## src/rtl/pipeline_stall_controller_if.sv

```systemverilog
// Handshake bundle between the ID-stage hazard logic/data memory and the
// pipeline stall controller. The controller uses the slave view.
interface pipeline_stall_controller_if #(
    parameter int CNT_W = 32
);
    logic             hazard_detected;
    logic             branch_taken;
    logic             dmem_req;
    logic             dmem_ready;
    logic             perf_clr;
    logic             pc_write_en;
    logic             ifid_write_en;
    logic             ifid_flush;
    logic             idex_bubble;
    logic             pipe_freeze;
    logic             mem_timeout;
    logic [CNT_W-1:0] stall_cnt;
    logic [CNT_W-1:0] flush_cnt;

    modport master (
        output hazard_detected, branch_taken, dmem_req, dmem_ready, perf_clr,
        input  pc_write_en, ifid_write_en, ifid_flush, idex_bubble,
               pipe_freeze, mem_timeout, stall_cnt, flush_cnt
    );

    modport slave (
        input  hazard_detected, branch_taken, dmem_req, dmem_ready, perf_clr,
        output pc_write_en, ifid_write_en, ifid_flush, idex_bubble,
               pipe_freeze, mem_timeout, stall_cnt, flush_cnt
    );
endinterface

```

## src/rtl/pipeline_stall_controller.sv

```systemverilog
// Turns load-use / branch / data-memory-wait conditions into stall, flush and
// freeze controls. Define STALL_PERF_CNT_EN to build the stall/flush counters.
module pipeline_stall_controller #(
    parameter int LOAD_USE_CYC = 1,
    parameter int TIMEOUT_CYC  = 256,
    parameter int CNT_W        = 32
) (
    input  logic                              clk,
    input  logic                              rst_n,
    pipeline_stall_controller_if.slave        ctl
);
    typedef enum logic [1:0] {
        RUN      = 2'd0,
        LU_STALL = 2'd1,
        TIMEOUT  = 2'd2
    } state_t;

    localparam int WAIT_W = (TIMEOUT_CYC > 0) ? $clog2(TIMEOUT_CYC + 1) : 1;
    localparam logic [WAIT_W-1:0] WAIT_LAST =
        WAIT_W'((TIMEOUT_CYC > 0) ? TIMEOUT_CYC - 1 : 0);
    localparam logic [WAIT_W-1:0] WAIT_MAX = WAIT_W'(TIMEOUT_CYC);
    localparam logic [1:0] LU_INIT =
        (LOAD_USE_CYC > 1) ? 2'(LOAD_USE_CYC - 2) : 2'd0;

    state_t              r_state;
    state_t              w_state_nxt;
    logic [1:0]          r_lu_cnt;
    logic [1:0]          w_lu_nxt;
    logic [WAIT_W-1:0]   r_wait_cnt;
    logic                r_mem_timeout;

    logic                w_mem_wait;
    logic                w_frozen;
    logic                w_to_hit;
    logic                w_pc_we;
    logic                w_ifid_we;
    logic                w_flush;
    logic                w_bubble;
    logic                w_freeze;

    assign w_mem_wait = ctl.dmem_req & ~ctl.dmem_ready;
    assign w_frozen   = w_mem_wait | (r_state == TIMEOUT);
    assign w_to_hit   = (TIMEOUT_CYC > 0) && w_mem_wait && (r_wait_cnt == WAIT_LAST);

    always_comb begin
        w_state_nxt = r_state;
        w_lu_nxt    = r_lu_cnt;
        w_pc_we     = 1'b1;
        w_ifid_we   = 1'b1;
        w_flush     = 1'b0;
        w_bubble    = 1'b0;
        w_freeze    = 1'b0;

        // A freeze holds everything upstream, so branch/hazard are re-presented later.
        if (w_frozen) begin
            w_freeze  = 1'b1;
            w_pc_we   = 1'b0;
            w_ifid_we = 1'b0;
        end else if (ctl.branch_taken) begin
            w_flush     = 1'b1;
            w_bubble    = 1'b1;
            w_state_nxt = RUN;
            w_lu_nxt    = 2'd0;
        end else if (r_state == LU_STALL) begin
            w_pc_we   = 1'b0;
            w_ifid_we = 1'b0;
            w_bubble  = 1'b1;
            if (r_lu_cnt == 2'd0) begin
                w_state_nxt = RUN;
            end else begin
                w_lu_nxt = r_lu_cnt - 2'd1;
            end
        end else if (ctl.hazard_detected) begin
            w_pc_we   = 1'b0;
            w_ifid_we = 1'b0;
            w_bubble  = 1'b1;
            if (LOAD_USE_CYC > 1) begin
                w_state_nxt = LU_STALL;
                w_lu_nxt    = LU_INIT;
            end
        end

        if (w_to_hit) begin
            w_state_nxt = TIMEOUT;
        end

        // Inputs may be garbage while reset is held; present a clean run state.
        if (!rst_n) begin
            w_pc_we   = 1'b1;
            w_ifid_we = 1'b1;
            w_flush   = 1'b0;
            w_bubble  = 1'b0;
            w_freeze  = 1'b0;
        end
    end

    always_ff @(posedge clk or negedge rst_n) begin
        if (!rst_n) begin
            r_state       <= RUN;
            r_lu_cnt      <= 2'd0;
            r_wait_cnt    <= '0;
            r_mem_timeout <= 1'b0;
        end else begin
            r_state  <= w_state_nxt;
            r_lu_cnt <= w_lu_nxt;
            if (w_mem_wait) begin
                if (r_wait_cnt != WAIT_MAX) begin
                    r_wait_cnt <= r_wait_cnt + 1'b1;
                end
            end else begin
                r_wait_cnt <= '0;
            end
            if (w_to_hit) begin
                r_mem_timeout <= 1'b1;
            end
        end
    end

    assign ctl.pc_write_en   = w_pc_we;
    assign ctl.ifid_write_en = w_ifid_we;
    assign ctl.ifid_flush    = w_flush;
    assign ctl.idex_bubble   = w_bubble;
    assign ctl.pipe_freeze   = w_freeze;
    assign ctl.mem_timeout   = r_mem_timeout;

`ifdef STALL_PERF_CNT_EN
    logic [CNT_W-1:0] r_stall_cnt;
    logic [CNT_W-1:0] r_flush_cnt;

    // Clear wins over increment; both counters stick at all-ones.
    always_ff @(posedge clk or negedge rst_n) begin
        if (!rst_n) begin
            r_stall_cnt <= '0;
            r_flush_cnt <= '0;
        end else if (ctl.perf_clr) begin
            r_stall_cnt <= '0;
            r_flush_cnt <= '0;
        end else begin
            if (!w_pc_we && (r_stall_cnt != '1)) begin
                r_stall_cnt <= r_stall_cnt + 1'b1;
            end
            if (w_flush && (r_flush_cnt != '1)) begin
                r_flush_cnt <= r_flush_cnt + 1'b1;
            end
        end
    end

    assign ctl.stall_cnt = r_stall_cnt;
    assign ctl.flush_cnt = r_flush_cnt;
`else
    logic w_unused_perf_clr;
    assign w_unused_perf_clr = ctl.perf_clr;
    assign ctl.stall_cnt     = '0;
    assign ctl.flush_cnt     = '0;
`endif
endmodule

```

## src/flat_wrapper.sv

```systemverilog
// flat-port wrapper written by rule: the top's interface ports become plain ports
module pipeline_stall_controller_flat 
#(
    parameter int LOAD_USE_CYC = 1,
    parameter int TIMEOUT_CYC  = 256,
    parameter int CNT_W        = 32
)
  (clk, rst_n, ctl_hazard_detected, ctl_branch_taken, ctl_dmem_req, ctl_dmem_ready, ctl_perf_clr, ctl_pc_write_en, ctl_ifid_write_en, ctl_ifid_flush, ctl_idex_bubble, ctl_pipe_freeze, ctl_mem_timeout, ctl_stall_cnt, ctl_flush_cnt);
  pipeline_stall_controller_if #(.CNT_W(CNT_W)) ctl_i ();
  input  logic clk;
  input  logic rst_n;
  input wire logic [$bits(ctl_i.hazard_detected)-1:0] ctl_hazard_detected;
  input wire logic [$bits(ctl_i.branch_taken)-1:0] ctl_branch_taken;
  input wire logic [$bits(ctl_i.dmem_req)-1:0] ctl_dmem_req;
  input wire logic [$bits(ctl_i.dmem_ready)-1:0] ctl_dmem_ready;
  input wire logic [$bits(ctl_i.perf_clr)-1:0] ctl_perf_clr;
  output wire logic [$bits(ctl_i.pc_write_en)-1:0] ctl_pc_write_en;
  output wire logic [$bits(ctl_i.ifid_write_en)-1:0] ctl_ifid_write_en;
  output wire logic [$bits(ctl_i.ifid_flush)-1:0] ctl_ifid_flush;
  output wire logic [$bits(ctl_i.idex_bubble)-1:0] ctl_idex_bubble;
  output wire logic [$bits(ctl_i.pipe_freeze)-1:0] ctl_pipe_freeze;
  output wire logic [$bits(ctl_i.mem_timeout)-1:0] ctl_mem_timeout;
  output wire logic [$bits(ctl_i.stall_cnt)-1:0] ctl_stall_cnt;
  output wire logic [$bits(ctl_i.flush_cnt)-1:0] ctl_flush_cnt;
  assign ctl_i.hazard_detected = ctl_hazard_detected;
  assign ctl_i.branch_taken = ctl_branch_taken;
  assign ctl_i.dmem_req = ctl_dmem_req;
  assign ctl_i.dmem_ready = ctl_dmem_ready;
  assign ctl_i.perf_clr = ctl_perf_clr;
  assign ctl_pc_write_en = ctl_i.pc_write_en;
  assign ctl_ifid_write_en = ctl_i.ifid_write_en;
  assign ctl_ifid_flush = ctl_i.ifid_flush;
  assign ctl_idex_bubble = ctl_i.idex_bubble;
  assign ctl_pipe_freeze = ctl_i.pipe_freeze;
  assign ctl_mem_timeout = ctl_i.mem_timeout;
  assign ctl_stall_cnt = ctl_i.stall_cnt;
  assign ctl_flush_cnt = ctl_i.flush_cnt;
  pipeline_stall_controller #(.LOAD_USE_CYC(LOAD_USE_CYC), .TIMEOUT_CYC(TIMEOUT_CYC), .CNT_W(CNT_W)) u_core (.clk(clk), .rst_n(rst_n), .ctl(ctl_i));
endmodule
```

## config.mk

```make
export PLATFORM = sky130hd
export DESIGN_NAME = pipeline_stall_controller_flat
export DESIGN_NICKNAME = d
export VERILOG_FILES = /design/src/rtl/pipeline_stall_controller_if.sv /design/src/rtl/pipeline_stall_controller.sv /design/src/flat_wrapper.sv
export SDC_FILE = /design/constraint.sdc
export NUM_CORES = 1
export LEC_CHECK = 0
export ABC_AREA = 1
export BUFFER_PORTS_ARGS = -buffer_cell sky130_fd_sc_hd__buf_2
export CAP_MARGIN = 5
export CELL_PAD_IN_SITES_DETAIL_PLACEMENT = 0
export CELL_PAD_IN_SITES_GLOBAL_PLACEMENT = 1
export CORE_ASPECT_RATIO = 1.5
export CORE_UTILIZATION = 27
export CTS_CLUSTER_DIAMETER = 60
export DETAILED_ROUTE_END_ITERATION = 8
export PLACE_DENSITY = 0.82
export SYNTH_ARGS = -nofsm -noshare
export SYNTH_HDL_FRONTEND = slang
export SYNTH_SLANG_ARGS = --single-unit
```

## constraint.sdc

```tcl
create_clock -name clk -period 1.6 [get_ports clk]
set_input_delay 0.32 -clock clk [delete_from_list [all_inputs] [get_ports clk]]
set_output_delay 0.32 -clock clk [all_outputs]
set_load 0.01 [all_outputs]
```

After elaboration in Yosys (flattened, before gate mapping)
Cells that the tools add are included.

operators by class
  eq/ne operators = 7
  muxes and demuxes = 25
  $add $sub $neg = 2
  bitwise operators = 4
  reductions and logical operators = 7

operator list
  operator                                          number
  two-way mux 9 bit                                 2
  two-way mux 2 bit                                 8
  two-way mux 1 bit                                 15
  adder 9 x 1 -> 9 bit, second input constant       1
  == test 9 x 8 -> 1 bit, second input constant     1
  != test 9 bit, second input constant              1
  != test 2 bit, second input constant              3
  AND reduction 3 bit                               2
  nonzero test 3 bit                                2
  == test 2 x 1 -> 1 bit, second input constant     1
  == test 2 bit, second input constant              1
  zero test 2 bit                                   1
  inverter 1 bit                                    2
  nonzero test 2 bit                                1
  subtractor 2 x 1 -> 2 bit, second input constant  1
  bitwise AND 1 bit                                 1
  logical AND 1 bit                                 1
  bitwise OR 1 bit                                  1

word-level totals
  bits in registers = 14
  logic and storage cells = 49
  output and inout port bits = 70
  input bits = 7

Longest topological paths before layout
Gate-level depths: netlist of run 1.

  depth in word-level cells = 6
  depth in mapped cells = 7
  mapped depth without buffers = 7

Worst setup path before layout of run 1
Ideal clock, no wire load.

  path kind = flip-flop to flip-flop
  from = register u_core.r_wait_cnt[0]
  to = register u_core.r_wait_cnt[8]
  data arrival time = 1.303 ns
  slack = 0.224 ns
  buffers on the path = 0
  library setup time = 0.073 ns
  cell stages (with the launch flop) = 6
  cell sequence = dfrtp_1 -> ha_1 -> nand2_2 -> nor4_1 -> ha_1 -> a21oi_2

on the way
  longest elaborated chain between the ends = 3
  elaborated cells between the ends (all ways) = 5

RTL lines
  item                    line                              text
  start, declared         pipeline_stall_controller.sv:29   logic [WAIT_W-1:0] r_wait_cnt;
  start signal, assigned  pipeline_stall_controller.sv:108  r_wait_cnt <= r_wait_cnt + 1'b1;
  adder 9 x 1 -> 9 bit    pipeline_stall_controller.sv:108
  two-way mux 9 bit       pipeline_stall_controller.sv:107  if (r_wait_cnt != WAIT_MAX) begin
  two-way mux 9 bit       pipeline_stall_controller.sv:106  if (w_mem_wait) begin

Several ways; a longest one is shown, not always the timed one. The select of a mux whose other input is x is not followed.
A chain may end at the register's enable or synchronous reset.

Worst setup path after layout of run 1
  from = register u_core.r_wait_cnt[1]
  to = register u_core.r_wait_cnt[8]

The elaborated chain is that of the path after synthesis.

==> metrics.txt, run 1 <==
Peak Freq between 0.6 and 0.7 GHz; Arr. time, crit path ~1600 ps; final core occ 26.9%; syn avg cell area 7.58 um^2; # port buffers 11; Synth area leaders buf_4 (44%), dfrtp_1 (24%), nand2_1 (5.3%); GR Util met3 1.67%; Final Max Slew Viols 0; sum of negative setup slack 0 ps; DRT Pass-1 Iters 2; P per Cell Area 630 nW/um^2; GR Overflow Total 0; top cells by count, synth buf_4 (66), nand2_1 (16), inv_1 (15), dfrtp_1 (11), nor2_1 (8); Peak VDD IR 0.000246 V; DRT antenna net count 0; Remaining DRCs 0; CTS tree built; Static Leakage 0.610 nW; number of synthesis warnings 0; Synth Cell Area roughly 1100 um^2; Placed Area around 1000 um^2; first-pass GRT wire length about 2.4 mm; post-synth top area cell buf_4; share of layout cells above drive strength 1 17.5%; synth-to-layout area growth -5.61%; Reg2Reg Launch Point u_core.r_wait_cnt[1]; met2 Usage GRT 14.3%; Boundary Pins 77; number of setup violations in the final report 0; clk sink count 11; RSZ-0062 raised after global routing no; post-synth cell types 22; Setup WS post-layout 155 ps; initial antenna violation count 0; Worst Path Max Fanout 4; Worst R2R End u_core.r_wait_cnt[8]; Crit Path Class reg2reg; Max Buffers Root-to-Sink 2; die width between 50 and 60 um; Die Area 4480 um^2; Filler Cells Inserted 430; H-Tree Depth 1; detail-routed via count per cell approximately 3.6; FF-to-FF setup slack approximately 160 ps; sequential cell area fraction in the yosys report 24.2%; Worst Setup SP u_core.r_wait_cnt[1]; final period utilization about nine tenths; starting density of the core 28.5%; crit path capture u_core.r_wait_cnt[8]; Initial DRC Count 5; Cells after Synth 150; GP Congestion roughly 0.70; HPWL Detailed roughly 1.2 mm; die height 81.5 um; DR vias 750; Hold Crit Class in2async; CP Capture Type register; cts bufs inserted 3; top-area cell type share of the netlist area a little over two fifths; most common cell in the netlist buf_4; maxcap violations 0; diode count 0; #FFs+latches synth 11; fin nets 177; Worst Setup Start Kind register; vias in the first global route 606; row cnt 28; R2R depth 5; clock transition at the registers of the reported paths 50 ps; Core ar. 3990 um^2; Placement Setup Slack 116 ps; Final Hold Viols 0; Clock Latency Late Sink 240 ps; final WL 1.50 mm; design area 1070 um^2; overall global routing resource usage 7.55%; multi-input logic area approximately 550 um^2; global routing's busiest layer met2; worst path required time 1760 ps; status finished, final reports clean; clk_skew 4.84 ps; Tmin final ~1400 ps; ys flop type dfrtp_1; drt wl/cell 7.09 um; met1 usage 6.43%; Power Total 676 uW; sequential cell area 275 um^2; largest net degree at the start of global routing 13; Synth async-reset ratio 100%; Post-synth EDFFs 0; CTS Root Cell clkbuf_8
-- how the worst min path moves through the flow --
stage | start | slack [ps] | to
CTS | rst_n | 30 | u_core.r_wait_cnt[7]
floorplan | rst_n | 20 | u_core.ctl.mem_timeout
global route | rst_n | 40 | u_core.r_wait_cnt[7]
global placement | rst_n | 160 | u_core.r_wait_cnt[5]
finish | rst_n | 30 | u_core.r_wait_cnt[7]
detailed placement | rst_n | 150 | u_core.r_wait_cnt[5]
-- cell type report --
| type | count | share of cell area (%) |
|---|---|---|
| Inverter | 17 | 5.94 |
| Tap cell | 45 | 5.24 |
| Clock buffer | 4 | 4.20 |
| Sequential cell | 11 | 25.6 |
| Timing Repair Buffer | 15 | 8.16 |
| Multi-Input combinational cell | 119 | 50.8 |
-- metrics by stage --
stage	hold slack (ps)	instances
final	26.0	211
after global routing	38.1	211
after CTS	30.7	211
after detailed placement	152	206
after global placement	158	206
after floorplan	24.4	213
-- critical path, cell delays in order, from the launching register on --
cell and delay, ps:
dfrtp_1 400, ha_1 210, nand2_2 90, nor4_2 260, ha_1 280, a21oi_2 130
-- report_power, final --
part / total, mW / internal (mW) / switching, mW
Combinational: 0.119 / 0.0212 / 0.0976
Clock: 0.274 / 0.175 / 0.0996
Sequential: 0.283 / 0.281 / 0.00216
-- per-layer routing --
metal	vias to the layer above	wire length, um
li1	359	-
met1	336	505
met2	53	848
met3	2	131
met4	0	10
met5	-	0
-- logic make-up (layout without fill, tap and decap cells) --
| family | after synthesis | count (layout) | share of synthesized area [%] |
|---|---|---|---|
| buffers and inverters | 83 | 36 | 49.2 |
| other | 1 | 64 | 0.330 |
| AOI/OAI and AO/OA | 9 | 9 | 4.29 |
| xor gates and xnor gates | 1 | 1 | 0.770 |
| and+or+nand+nor | 42 | 42 | 17.9 |
| DFF | 11 | 11 | 24.2 |
| adders and majority gates | 3 | 3 | 3.30 |
-- flip-flops by register name, indices dropped and copies added (netlist names) --
signal / flops
u_core.r_state: 1
u_core.r_wait_cnt: 9
u_core.ctl.mem_timeout: 1
-- cell usage in the layout (no fill, tap or decap), types with 4 or more instances in the layout --
cell     netlist  final
nand3_1        5      5
nand2_1       16     16
inv_1         15     15
conb_1         1     64
nor2_1         8      8
nor2_2         4      4
buf_2          0     11
dfrtp_1       11     11
-- timing repair --
| action | CTS | global route |
|---|---|---|
| endpoints found under the hold margin | 4 | 0 |
| setup endpoints to repair | 0 | 1 |
| setup buffers | 0 | 0 |
| gates resized for setup | 0 | 1 |
| hold buffers | 1 | 0 |
(Power assumes the default switching activity.)
==> run 2, diff against run 1 <==
ABC_AREA = default   (was 1)
CORE_UTILIZATION = 28   (was 27)
PLACE_DENSITY = 0.85   (was 0.82)
==> run 2 against run 1 <==
Compared with the run above: register-to-register slack worse by 30 ps; sequential share of layout area grew 1.1 points; total power up 2.7%; count of clock-buffer cells in the layout is the same; fmax shrank 2.2%; die area shrank 7.4%; sequential cell count unchanged; critical endpoint is now u_core.r_wait_cnt[2]; largest cell class unchanged.
==> metrics.txt, run 2 <==
Synth Cell Area 1090 um^2; detail-routed via count per cell 3.71; Gate power share ~18%; DRT antenna net count 0; Final Hold Viols 0; GR Overflow Total 0; ys flop type dfrtp_1; top cells by count, synth buf_4 (65), dfrtp_1 (11), nand2_1 (8), a21oi_1 (5); #FFs+latches synth 11; final core occ 28.0%; Tmin final 1480 ps; worst path required time around 1800 ps; Reg power frac 41.0%; share of layout cells above drive strength 1 14.5%; cts bufs inserted 3; most common cell in the netlist buf_4; DRT Pass-1 Iters 4; initial antenna violation count 0; number of synthesis warnings 0; most common cell after layout, fill and taps aside conb_1; Max Buffers Root-to-Sink 2; CP Buf/Inv Count 1; Static Leakage 0.587 nW; clock group share of total power 41.2%; clock transition at the registers of the reported paths ~50 ps; die width 52.9 um; Crit path largest cell delay 450 ps; Net Sw Frac between 30 and 40%; status finished, final reports clean; sequential cell area fraction in the yosys report 25.3%; P per Cell Area 675 nW/um^2; CTS Root Cell clkbuf_8; most frequent cells in the layout conb_1 (64), buf_2 (11), dfrtp_1 (11); Final Max Slew Viols 0; Worst Setup Start Kind register; Initial DRC Count 20; clk_skew 1.33 ps; Arr. time, crit path 1640 ps; fin nets 156; Power Total 695 uW; sum of negative setup slack 0 ps; delay-heaviest family, CP compound AO/OA/AOI/OAI gates; H-Tree Depth 1; Top reg by flops u_core.r_wait_cnt; syn avg cell area about 8.4 um^2; Critical Path, Cell by Cell inv_1 > ha_1 > nor4b_2 > a211o_2 > a21oi_1; vias in the first global route 534; overall global routing resource usage 7.71%; Crit Path Class reg2reg; Peak VDD IR 0.000225 V; clk sink count 11; Synth area leaders buf_4 (45%), dfrtp_1 (25%), ha_1 (3.4%); Core ar. 3680 um^2; Worst Path Max Fanout 6; post-synth top area cell buf_4; CP Capture Type register; first-pass GRT wire length 2.29 mm; Boundary Pins 77; die height just under 80 um; Synth async-reset ratio 100%; number of setup violations in the final report 0; Net Sw Power 212 uW; Hold Crit Class in2async; Die Area 4150 um^2; Largest register FFs 9; synth-to-layout area growth -5.51%; post-synth cell types 24; largest net degree at the start of global routing 9; Post-synth EDFFs 0; maxcap violations 0; Post-CTS Setup Inserts 0; DR vias about 700; starting density of the core 29.6%; slowest CP cell dfrtp_1; final period utilization 92.3%; row cnt 27; Internal 483 uW; Peak Freq 0.677 GHz; Clock Latency Late Sink 240 ps; CTS tree built; final WL 1.50 mm; drt wl/cell 7.97 um; HPWL Detailed around 1.2 mm; RSZ-0062 raised after global routing no; Cells after Synth roughly 130; Remaining DRCs 0; GP Congestion ~0.8; top-area cell type share of the netlist area 44.8%; diode count 0; # port buffers 11
[run 2: kinds of logic after synthesis]
group,count (synthesis),synth area share [%]
AND/OR/NAND/NOR,27,13.4
adder cells (fa/ha/maj),3,3.44
other,1,0.344
multiplexers,2,1.84
XOR/XNOR,2,1.61
flip-flops,11,25.3
AO/OA/AOI/OAI,13,7.58
buffers and inverters,70,46.5
[run 2: layout make-up]
type | count | area [um^2]
clock buffers | 4 | 45.0
fillers | 403 | 2650
inverters | 4 | 15.0
multi-input cells | 111 | 553
flip-flops and latches | 11 | 275
well taps | 43 | 53.8
repair buffers | 15 | 87.6
[run 2: worst register-to-register path: stages (launching register included)]
cell and delay [ps]:
dfrtp_1 450, inv_1 90, ha_1 210, nor4b_2 170, a211o_2 340, a21oi_1 150
[run 2: power groups by stage]
stage	registers, mW	logic, mW	clock network, mW
2_1_floorplan	0.289	0.208	0
3_3_place_gp	0.289	0.119	0
3_5_place_dp	0.289	0.119	0
4_1_cts	0.285	0.121	0.294
5_1_grt	0.285	0.141	0.305
6_report	0.285	0.124	0.286
[run 2: per-stage QoR]
stage | setup slack (ps) | hold slack, ps | area, um^2 | cells
2_1_floorplan | 53.7 | 24.4 | 1330 | 192
3_3_place_gp | 13.8 | 149 | 966 | 183
3_5_place_dp | 27.8 | 151 | 966 | 183
4_1_cts | 27.5 | 46.2 | 1020 | 188
5_1_grt | 29.5 | 59.8 | 1030 | 188
6_report | 123 | 41.5 | 1030 | 188
[run 2: worst paths after layout]
check                      slack, ps              startpoint  cells after the start                     end
max in group asynchronous        970                   rst_n                      2    u_core.r_wait_cnt[0]
setup reg to reg                 120    u_core.r_wait_cnt[0]                      5    u_core.r_wait_cnt[2]
hold reg to reg                  460  u_core.ctl.mem_timeout                      1  u_core.ctl.mem_timeout
setup / recovery                 120    u_core.r_wait_cnt[0]                      5    u_core.r_wait_cnt[2]
min in group clk                 400          ctl_dmem_ready                      4    u_core.r_wait_cnt[1]
hold / removal                    40                   rst_n                      2  u_core.ctl.mem_timeout
[run 2: layer usage]
layer	share of wire, %	vias up	global-route usage [%]	wire (um)
met5	0	-	0	0
met4	4.9	0	7.11	73
met3	13	8	1.55	193
met2	48	64	12.8	719
met1	34	304	7.59	511
li1	-	321	-	-
[run 2: timing repair]
action / in CTS / in global routing
setup endpoints to repair: 0 / 5
hold endpoints to repair: 3 / 0
hold buffers: 1 / 0
resized for setup: 0 / 2
==> run 3, diff against run 2 <==
MAX_ROUTING_LAYER = met4   (was default)
==> run 3 against run 2 <==
Compared with the run above: non-clock buffer count is the same; clock power is essentially flat; hold slack is essentially flat; setup slack is essentially flat; fmax is essentially flat; final cell count is the same; critical path type unchanged; largest cell class unchanged; highest routed layer unchanged.
==> metrics.txt, run 3 (synthesized netlist as in run 2, its figures left out) <==
Remaining DRCs 0; clk sink count 11; final period utilization 92.3%; status finished, final reports clean; largest net degree at the start of global routing 9; Largest register FFs 9; Arr. time, crit path 1640 ps; DR vias 697; DRT antenna net count 0; Initial DRC Count 19; diode count 0; HPWL Detailed 1.19 mm; starting density of the core between 20% and 30%; Boundary Pins 77; H-Tree Depth 1; Final Max Slew Viols 0; die width 52.9 um; Max Buffers Root-to-Sink 2; Peak VDD IR 0.000225 V; Worst Path Max Fanout 6; Hold Crit Class in2async; row cnt 27; detail-routed via count per cell 3.71; Final Hold Viols 0; Peak Freq 0.677 GHz; maxcap violations 0; initial antenna violation count 0; GP Congestion 0.806; CTS tree built; sum of negative setup slack 0 ps; sequential cell area 275 um^2; Filler Cells Inserted 403; FF-to-FF setup slack 120 ps; Die Area 4150 um^2; Clock Latency Late Sink between 200 and 250 ps; most common cell after layout, fill and taps aside conb_1; synth-to-layout area growth -5.51%; drt wl/cell 7.97 um; Crit Path Class reg2reg; overall global routing resource usage approximately 8%; multi-input logic area roughly 550 um^2; die height 78.4 um; DRT Pass-1 Iters 4; P per Cell Area 675 nW/um^2; # port buffers 11; Worst Setup Start Kind register; worst path required time 1760 ps; number of setup violations in the final report 0; RSZ-0062 raised after global routing no; Top reg by flops u_core.r_wait_cnt; Tmin final roughly 1500 ps; CTS Root Cell clkbuf_8; Static Leakage between 0.5 and 0.6 nW; final WL 1.50 mm; Core ar. between 3000 and 4000 um^2; clock transition at the registers of the reported paths ~50 ps; Power Total 695 uW; fin nets 156; first-pass GRT wire length 2.29 mm; share of layout cells above drive strength 1 between 10% and 20%; clk_skew 1.34 ps; GR Overflow Total 0; CP Capture Type register; most frequent cells in the layout conb_1 (64), buf_2 (11), dfrtp_1 (11); vias in the first global route 534; cts bufs inserted 3
## run 3: cell counts in the layout (fill, tap and decap cells not counted)
Identical to the previous run, type by type.
## run 3: report_power, final
group	internal [mW]	switching, mW	total [mW]
combinational	0.0260	0.0981	0.124
sequential	0.281	0.00366	0.285
clock	0.175	0.110	0.286
total	0.483	0.212	0.695
## run 3: cell type report
class / count / area share (%)
clock buffers: 4 / 4.37
multi-input cells: 111 / 53.7
repair buffers: 15 / 8.51
well taps: 43 / 5.22
flip-flops and latches: 11 / 26.7
inverters: 4 / 1.46
## run 3: worst max-delay path, stage by stage (launching register included)
cell     delay (ps)
dfrtp_1         450
inv_1            90
ha_1            210
nor4b_2         170
a211o_2         340
a21oi_1         150
## run 3: through the flow
stage	utilization (%)	cells	setup slack (ps)	area (um^2)	hold slack, ps
detailed placement	26.2	183	27.8	966	151
CTS	27.7	188	27.5	1020	46.2
finish	28.0	188	123	1030	41.5
floorplan	-	192	53.7	1330	24.4
global route	28.0	188	29.5	1030	59.8
global placement	26.2	183	13.8	966	149
## run 3: path summary, 6_finish.rpt
path	from	end	cells past startpoint
min in group clk	ctl_dmem_ready	u_core.r_wait_cnt[1]	4
worst max register to register	u_core.r_wait_cnt[0]	u_core.r_wait_cnt[2]	5
worst min register to register	u_core.ctl.mem_timeout	u_core.ctl.mem_timeout	1
max in group asynchronous	rst_n	u_core.r_wait_cnt[0]	2
worst max-delay path	u_core.r_wait_cnt[0]	u_core.r_wait_cnt[2]	5
worst min-delay path	rst_n	u_core.ctl.mem_timeout	2
## run 3: routing by layer
layer | track usage, % | wire length [um] | share of wire, % | vias to the layer above
met3 | 1.16 | 176 | 12 | 8
met1 | 7.83 | 528 | 35 | 304
met2 | 12.8 | 719 | 48 | 64
li1 | - | - | - | 321
met4 | 7.11 | 73 | 4.9 | 0
met5 | - | 0 | 0 | -
## run 3: repair_timing
action | 4_1_cts | 5_1_grt
resized for setup | 0 | 2
buffers inserted | 0 | 0
endpoints found under the setup margin | 0 | 5
hold endpoints to repair | 3 | 0
hold buffers | 1 | 0
